### config.mk
export PLATFORM = sky130hd
export DESIGN_NAME = conv_layer_output_writer
export DESIGN_NICKNAME = d
export VERILOG_FILES = /design/src/rtl/conv_layer_output_writer.sv
export SDC_FILE = /design/constraint.sdc
export NUM_CORES = 1
export LEC_CHECK = 0
export CORE_UTILIZATION = 50
export CTS_CLUSTER_SIZE = 40
export DETAILED_ROUTE_END_ITERATION = 7
export PLACE_DENSITY = 0.71
export SKIP_LAST_GASP = 1
export SYNTH_ARGS = -nofsm -noshare
export SYNTH_HDL_FRONTEND = slang
export SYNTH_SLANG_ARGS = --single-unit
export TNS_END_PERCENT = 50
### constraint.sdc
create_clock -name clk -period 4.8 [get_ports clk]
set_input_delay 0.72 -clock clk [delete_from_list [all_inputs] [get_ports clk]]
set_output_delay 0.72 -clock clk [all_outputs]
set_load 0.1 [all_outputs]
### src/rtl/conv_layer_output_writer.sv
// Writes finished convolution feature rows into external RAM one word per beat.
// Optional build macro CONV_OUT_RELU_EN clamps negative words to zero at the output mux.
//   state | meaning
//   IDLE  | active slot empty, no write in flight
//   WRITE | active slot valid, ext_ram_we asserted
module conv_layer_output_writer #(
  parameter int ARRAY_SIZE     = 6,
  parameter int DATA_WIDTH     = 32,
  parameter int EXT_ADDR_WIDTH = 10,
  parameter int FEATURE_NUM    = 4,
  parameter int FEATURE_ROWS   = 6,
  parameter int BASE_ADDR      = 0
) (
  input  logic                             clk,
  input  logic                             rst_n,
  input  logic                             enable,
  input  logic                             kernel_calc_fin,
  input  logic [1:0]                       feature_idx,
  input  logic [2:0]                       feature_row,
  input  logic [ARRAY_SIZE*DATA_WIDTH-1:0] feature_output,
  output logic [EXT_ADDR_WIDTH-1:0]        ext_ram_addr,
  output logic [DATA_WIDTH-1:0]            ext_ram_data,
  output logic                             ext_ram_we,
  input  logic                             ext_ram_ready,
  output logic                             busy,
  output logic                             overflow,
  output logic                             layer_done
);

  localparam int ROW_W      = ARRAY_SIZE * DATA_WIDTH;
  localparam int COL_W      = (ARRAY_SIZE > 1) ? $clog2(ARRAY_SIZE) : 1;
  localparam int TOTAL_ROWS = FEATURE_NUM * FEATURE_ROWS;
  localparam int RCNT_W     = (TOTAL_ROWS > 1) ? $clog2(TOTAL_ROWS) : 1;

  typedef enum logic {IDLE, WRITE} state_e;

  state_e             state_q, state_d;
  logic [ROW_W-1:0]   act_data_q, act_data_d;
  logic [1:0]         act_idx_q, act_idx_d;
  logic [2:0]         act_row_q, act_row_d;
  logic               pend_vld_q, pend_vld_d;
  logic [ROW_W-1:0]   pend_data_q, pend_data_d;
  logic [1:0]         pend_idx_q, pend_idx_d;
  logic [2:0]         pend_row_q, pend_row_d;
  logic [COL_W-1:0]   col_q, col_d;
  logic [RCNT_W-1:0]  row_cnt_q, row_cnt_d;
  logic               busy_q, busy_d;
  logic               overflow_q, overflow_d;
  logic               layer_done_q, layer_done_d;

  logic               cap, beat, last_beat, to_act, to_pend;
  logic [DATA_WIDTH-1:0] word;

  always_comb begin
    cap       = enable & kernel_calc_fin;
    beat      = (state_q == WRITE) & ext_ram_ready;
    last_beat = beat & (col_q == COL_W'(ARRAY_SIZE - 1));
    // A slot counts as free if it is vacated on this same edge.
    to_act    = cap & ((state_q == IDLE) | (last_beat & ~pend_vld_q));
    to_pend   = cap & ~to_act & (~pend_vld_q | last_beat);

    state_d      = state_q;
    act_data_d   = act_data_q;
    act_idx_d    = act_idx_q;
    act_row_d    = act_row_q;
    pend_vld_d   = pend_vld_q;
    pend_data_d  = pend_data_q;
    pend_idx_d   = pend_idx_q;
    pend_row_d   = pend_row_q;
    col_d        = col_q;
    row_cnt_d    = row_cnt_q;
    overflow_d   = overflow_q | (cap & ~to_act & ~to_pend);
    layer_done_d = 1'b0;

    if (beat) begin
      col_d = last_beat ? '0 : col_q + 1'b1;
    end

    if (last_beat) begin
      if (row_cnt_q == RCNT_W'(TOTAL_ROWS - 1)) begin
        row_cnt_d    = '0;
        layer_done_d = 1'b1;
      end else begin
        row_cnt_d = row_cnt_q + 1'b1;
      end

      if (pend_vld_q) begin
        act_data_d = pend_data_q;
        act_idx_d  = pend_idx_q;
        act_row_d  = pend_row_q;
        pend_vld_d = 1'b0;
      end else if (!to_act) begin
        state_d = IDLE;
      end
    end

    if (to_act) begin
      act_data_d = feature_output;
      act_idx_d  = feature_idx;
      act_row_d  = feature_row;
      state_d    = WRITE;
    end

    if (to_pend) begin
      pend_data_d = feature_output;
      pend_idx_d  = feature_idx;
      pend_row_d  = feature_row;
      pend_vld_d  = 1'b1;
    end

    busy_d = (state_d == WRITE) | pend_vld_d;
  end

  always_ff @(posedge clk) begin
    if (!rst_n) begin
      state_q      <= IDLE;
      act_data_q   <= '0;
      act_idx_q    <= '0;
      act_row_q    <= '0;
      pend_vld_q   <= 1'b0;
      pend_data_q  <= '0;
      pend_idx_q   <= '0;
      pend_row_q   <= '0;
      col_q        <= '0;
      row_cnt_q    <= '0;
      busy_q       <= 1'b0;
      overflow_q   <= 1'b0;
      layer_done_q <= 1'b0;
    end else begin
      state_q      <= state_d;
      act_data_q   <= act_data_d;
      act_idx_q    <= act_idx_d;
      act_row_q    <= act_row_d;
      pend_vld_q   <= pend_vld_d;
      pend_data_q  <= pend_data_d;
      pend_idx_q   <= pend_idx_d;
      pend_row_q   <= pend_row_d;
      col_q        <= col_d;
      row_cnt_q    <= row_cnt_d;
      busy_q       <= busy_d;
      overflow_q   <= overflow_d;
      layer_done_q <= layer_done_d;
    end
  end

  // Column 0 sits in the most significant slice of the row.
  always_comb begin
    word         = act_data_q[(ARRAY_SIZE - 1 - int'(col_q)) * DATA_WIDTH +: DATA_WIDTH];
    ext_ram_we   = (state_q == WRITE);
    ext_ram_addr = '0;
    ext_ram_data = '0;
    if (state_q == WRITE) begin
      ext_ram_addr = EXT_ADDR_WIDTH'(32'(BASE_ADDR)
                     + (32'(act_idx_q) * 32'(FEATURE_ROWS) + 32'(act_row_q)) * 32'(ARRAY_SIZE)
                     + 32'(col_q));
`ifdef CONV_OUT_RELU_EN
      ext_ram_data = word[DATA_WIDTH-1] ? '0 : word;
`else
      ext_ram_data = word;
`endif
    end
  end

  assign busy       = busy_q;
  assign overflow   = overflow_q;
  assign layer_done = layer_done_q;

endmodule

* Yosys cells after proc, flatten, opt, wreduce, memory -nomap -nowiden
Index checks and enable logic that the tools add are counted.
Cells by class: add/subtract/negate cells 5, reduce and logical (&&, ||, !) cells 4, $mul 2, mux-type cells 19, eq/ne operators 2, bitwise gates (word level) 16, shift operators 1
Operators with widths (number):
- two-way mux 192 bit | 3
- indexed part select 192 x 9 -> 32 bit | 1
- two-way mux 32 bit | 1
- two-way mux 3 bit | 4
- adder 9 x 3 -> 10 bit | 1
- two-way mux 10 bit | 1
- AND 1 bit | 8
- multiplier 6 x 2 -> 8 bit, second input constant | 1
- adder 5 x 3 -> 6 bit | 1
- two-way mux 1 bit | 6
- two-way mux 2 bit | 3
- adder 5 x 1 -> 5 bit, second input constant | 1
- equality test 5 bit, second input constant | 1
- two-way mux 5 bit | 1
- multiplier 2 x 2 -> 4 bit, second input constant | 1
- NOT 1 bit | 4
- bitwise OR 1 bit | 4
- AND reduction 2 bit | 2
- nonzero test 2 bit | 2
- subtractor 3 x 3 -> 4 bit, first input constant | 1
- adder 3 x 1 -> 3 bit, second input constant | 1
- equality test 3 bit, second input constant | 1
Word-level totals: bits in registers 407, bits of input ports 202, output and inout bits 46, logic and storage cells 62

* Depth between registers and ports, before layout
depth in word-level cells 11, gate-level depth with buffers 14, gate-level depth less buffers 13

* Worst setup path before layout
OpenSTA, ideal clock, no wires.
path type reg-to-output, from register act_idx_q[0], to output ext_ram_addr[7], arrival 3599 ps, setup slack 481 ps, cell stages (with the launch flop) 13, data required time 4080 ps, buffers on the path 1, path through dfxtp_1 inv_1 ha_1 fa_1 xnor2_1 ha_1 or2_1 and3_1 buf_6 or4_4 nand3_2 a21oi_1 and3b_1
Between the ends: longest elaborated chain between the ends 5
Ends and longest elaborated chain:
- start, declared | RTL line 39 | logic [1:0] act_idx_q, act_idx_d;
- start signal, assigned | RTL line 132 | act_idx_q <= act_idx_d;
- multiplier 2 x 2 -> 4 bit | RTL line 154 | + (32'(act_idx_q) * 32'(FEATURE_ROWS) + 32'(act_row_q)) * 32'(ARRAY_SIZE)
- adder 5 x 3 -> 6 bit | RTL line 154
- multiplier 6 x 2 -> 8 bit | RTL line 154
- adder 9 x 3 -> 10 bit | RTL line 155 | + 32'(col_q));
- two-way mux 10 bit | RTL line 152 | if (state_q == WRITE) begin
- end, declared | RTL line 21 | output logic [EXT_ADDR_WIDTH-1:0] ext_ram_addr,
No other way between the ends.

* Final worst setup path
Ends and elaborated chain as after synthesis.

==> impl_metrics.json <==
{
  "numCtsBuffers": 43,
  "rsz0062_at_grt": "false",
  "ios": 248,
  "globalplace.congestion": 0.8895,
  "clock.fmax_mhz": 218.7,
  "period_share_pct": 95.27,
  "power_mw": 7.931,
  "portBuffers": 246,
  "synth_largest_area_cell": "dfxtp_1",
  "hold_class": "flip-flop to flip-flop",
  "antenna_found_initial": 3,
  "setup_viol": 0,
  "cp-end-kind": "output pin",
  "post-cts-setup-buffers": 0,
  "setup_ws_ps": 227.0,
  "path_clk_slew_ps": 60,
  "ys_seq_elements": 407,
  "clk_latency_ps": 550,
  "cp-start-kind": "flip-flop",
  "num_vias": 17360,
  "powerDensity_nw_per_um2": 356.8,
  "seqCellArea_sq_um": 8155,
  "synth_cell_types": 45,
  "worstPathMaxFanout": 6,
  "placedCellCount": 2769,
  "grt_pass1_wl_microns": 90330,
  "hold_violations": 0,
  "cts_max_level": 2,
  "cts_sinks": 407,
  "yosysWarnings": 0,
  "place_ws_ps": 740.0,
  "synthTopCellsByArea": "dfxtp_1 (45%), nand2_1 (13%), a311oi_1 (9.6%)",
  "fp-row-count": 69,
  "grt_pass1_vias": 15710,
  "min_period_ps": 4573,
  "clock_path_buffers": 3,
  "ctsRootBufferMaster": "clkbuf_16",
  "drv_cap": 0,
  "max_slew.worst_pin.slew_ps": 1199,
  "area.growth.synth_to_final_pct": 23.49,
  "fin_tns_setup_ps": 0,
  "die_area_sq_um": 36770,
  "dr.first_iter.drc_count": 2118,
  "drc": 0,
  "irDropWorstVdd_v": 0.0002694,
  "cp.required_ps": 4080,
  "grt_max_degree": 246,
  "wirelength_microns": 59540,
  "post_synth.cell_area_avg_sq_um": 7.973,
  "yosysSeqAreaShare_pct": 45.26,
  "post-dp-hpwl_microns": 37010,
  "skew_ps": 19.03,
  "synth_nets": 2477,
  "outcome": "complete, no violations",
  "die_w_microns": 191.8,
  "async_flop_share_pct": 0,
  "cts_tree": "built",
  "die_y_microns": 191.8,
  "dr.pass1.iters": 8,
  "cp.arrival_ps": 3850,
  "vias_per_cell": 6.098,
  "synth_edf_count": 0,
  "p_leak_nw": 7.570,
  "yosysTopAreaCellShare_pct": 45.26,
  "core-area_sq_um": 35480,
  "worstSetupPathType": "flip-flop to output pin",
  "drive_above_1_share_pct": 8.435,
  "final_max_slew_viol_count": 0,
  "syn_inst": 2258,
  "synthesis.area_sq_um": 18000,
  "track_usage_pct": 31.49,
  "ys.flop_type": "dfxtp_1",
  "wl_per_cell_microns": 20.91,
  "whs_ps": 454.5,
  "nNetsFinal": 2572,
  "final_cells": 2847,
  "gr-total-overflow": 0,
  "multi_input_area_sq_um": 8960,
  "initial_core_util_pct": 50.74,
  "num-fill-cells": 2981,
  "ant_nets": 0,
  "slew_headroom_pct": 20.08
}
flip-flops by register name, indices dropped and copies added, names as in the netlist:
signal,flops
layer_done,1
busy,1
pend_row_q,3
act_row_q,3
pend_data_q,192
col_q,3
pend_vld_q,1
pend_idx_q,2
overflow,1
act_idx_q,2
ext_ram_we,1
row_cnt_q,5
act_data_q,192
metrics by stage:
step	area, sq um	util, %
2_1_floorplan	18000	-
3_3_place_gp	20800	58.63
3_5_place_dp	20800	58.63
4_1_cts	22220	62.61
5_1_grt	22230	62.65
6_report	22230	62.65
cells in the final DEF, fill, tap and decap left out, drive strengths merged, types with 2 or more instances in the layout:
master,n
mux2,32
fa,3
and3b,2
and2,6
nor3b,2
xor2,6
a31oi,2
a311oi,197
nand2b,3
a22oi,33
a21o,3
nand3,204
clkdlybuf4s50,208
nor3,3
a21oi,206
dfxtp,407
ha,14
and3,2
inv,13
mux2i,2
clkbuf,69
clkinv,3
buf,61
mux4,32
o21ai,3
nor2,240
xnor2,6
diode,3
nand4,2
nand2,607
worst paths after layout:
kind | from | to | slack [ps] | cells after the start
worst max-delay path | act_idx_q[0] | ext_ram_addr[7] | 230 | 12
worst min-delay path | pend_data_q[127] | pend_data_q[127] | 450 | 2
worst max register to register | col_q[0] | act_data_q[4] | 1510 | 5
worst min register to register | pend_data_q[127] | pend_data_q[127] | 450 | 2
power breakdown:
part           internal [mW]  switching (mW)  leakage, nW
Combinational          0.401           0.534         3.56
Sequential              3.53           0.121         3.32
Clock                   1.97            1.37        0.691
Total                   5.90            2.03         7.57
synth_stat cells, types with 3 or more instances:
library cell,n
inv_1,10
a21oi_1,206
a21o_1,3
nand2_1,607
nor3_1,3
clkbuf_1,147
ha_1,14
buf_1,23
nor2_1,239
a22oi_1,33
nand3_1,202
a311oi_1,197
fa_1,3
mux2_2,32
xnor2_1,6
xor2_1,6
buf_2,46
nand2b_1,3
and2_1,6
dfxtp_1,407
mux4_2,32
worst max-delay path, cell delays in order (launching register included):
cell	delay [ps]
dfxtp_1	380
inv_1	60
ha_1	320
fa_1	460
xnor2_2	180
ha_1	320
or2_1	250
and3_1	250
or4_4	500
nand3_2	100
a21oi_1	40
and3b_1	270
buf_12	180
cell type report:
cell class | count | area share [%]
tap | 461 | 2.595
clock inverter | 6 | 0.2927
sequential | 407 | 36.69
antenna | 3 | 0.03377
clock buffer | 69 | 6.062
timing repair buffer | 269 | 13.79
inverter | 12 | 0.2364
multi-input combinational | 1620 | 40.30
routing by layer:
metal,part of all wire [%],track usage (%),wire length [microns]
met1,43,46.18,25640
met2,44,45.81,26020
met3,9.4,4.824,5593
met4,3.8,12.82,2288
met5,0,0,0
cell families (layout without fill, tap and decap cells):
family | count (synthesis) | after routing | synth area share [%]
AND/OR/NAND/NOR | 1075 | 1075 | 24.29
AO/OA/AOI/OAI | 449 | 449 | 17.20
flip-flops | 407 | 407 | 45.26
buffers and inverters | 231 | 356 | 5.220
multiplexers | 66 | 66 | 6.116
adder cells (fa/ha/maj) | 17 | 17 | 1.307
XOR/XNOR | 12 | 12 | 0.5838
other | 1 | 4 | 0.02083
repair_timing:
item	in CTS	in global routing
hold buffers	0	0
setup endpoints to repair	0	1
resized for setup	0	1
(Power assumes the default switching activity.)
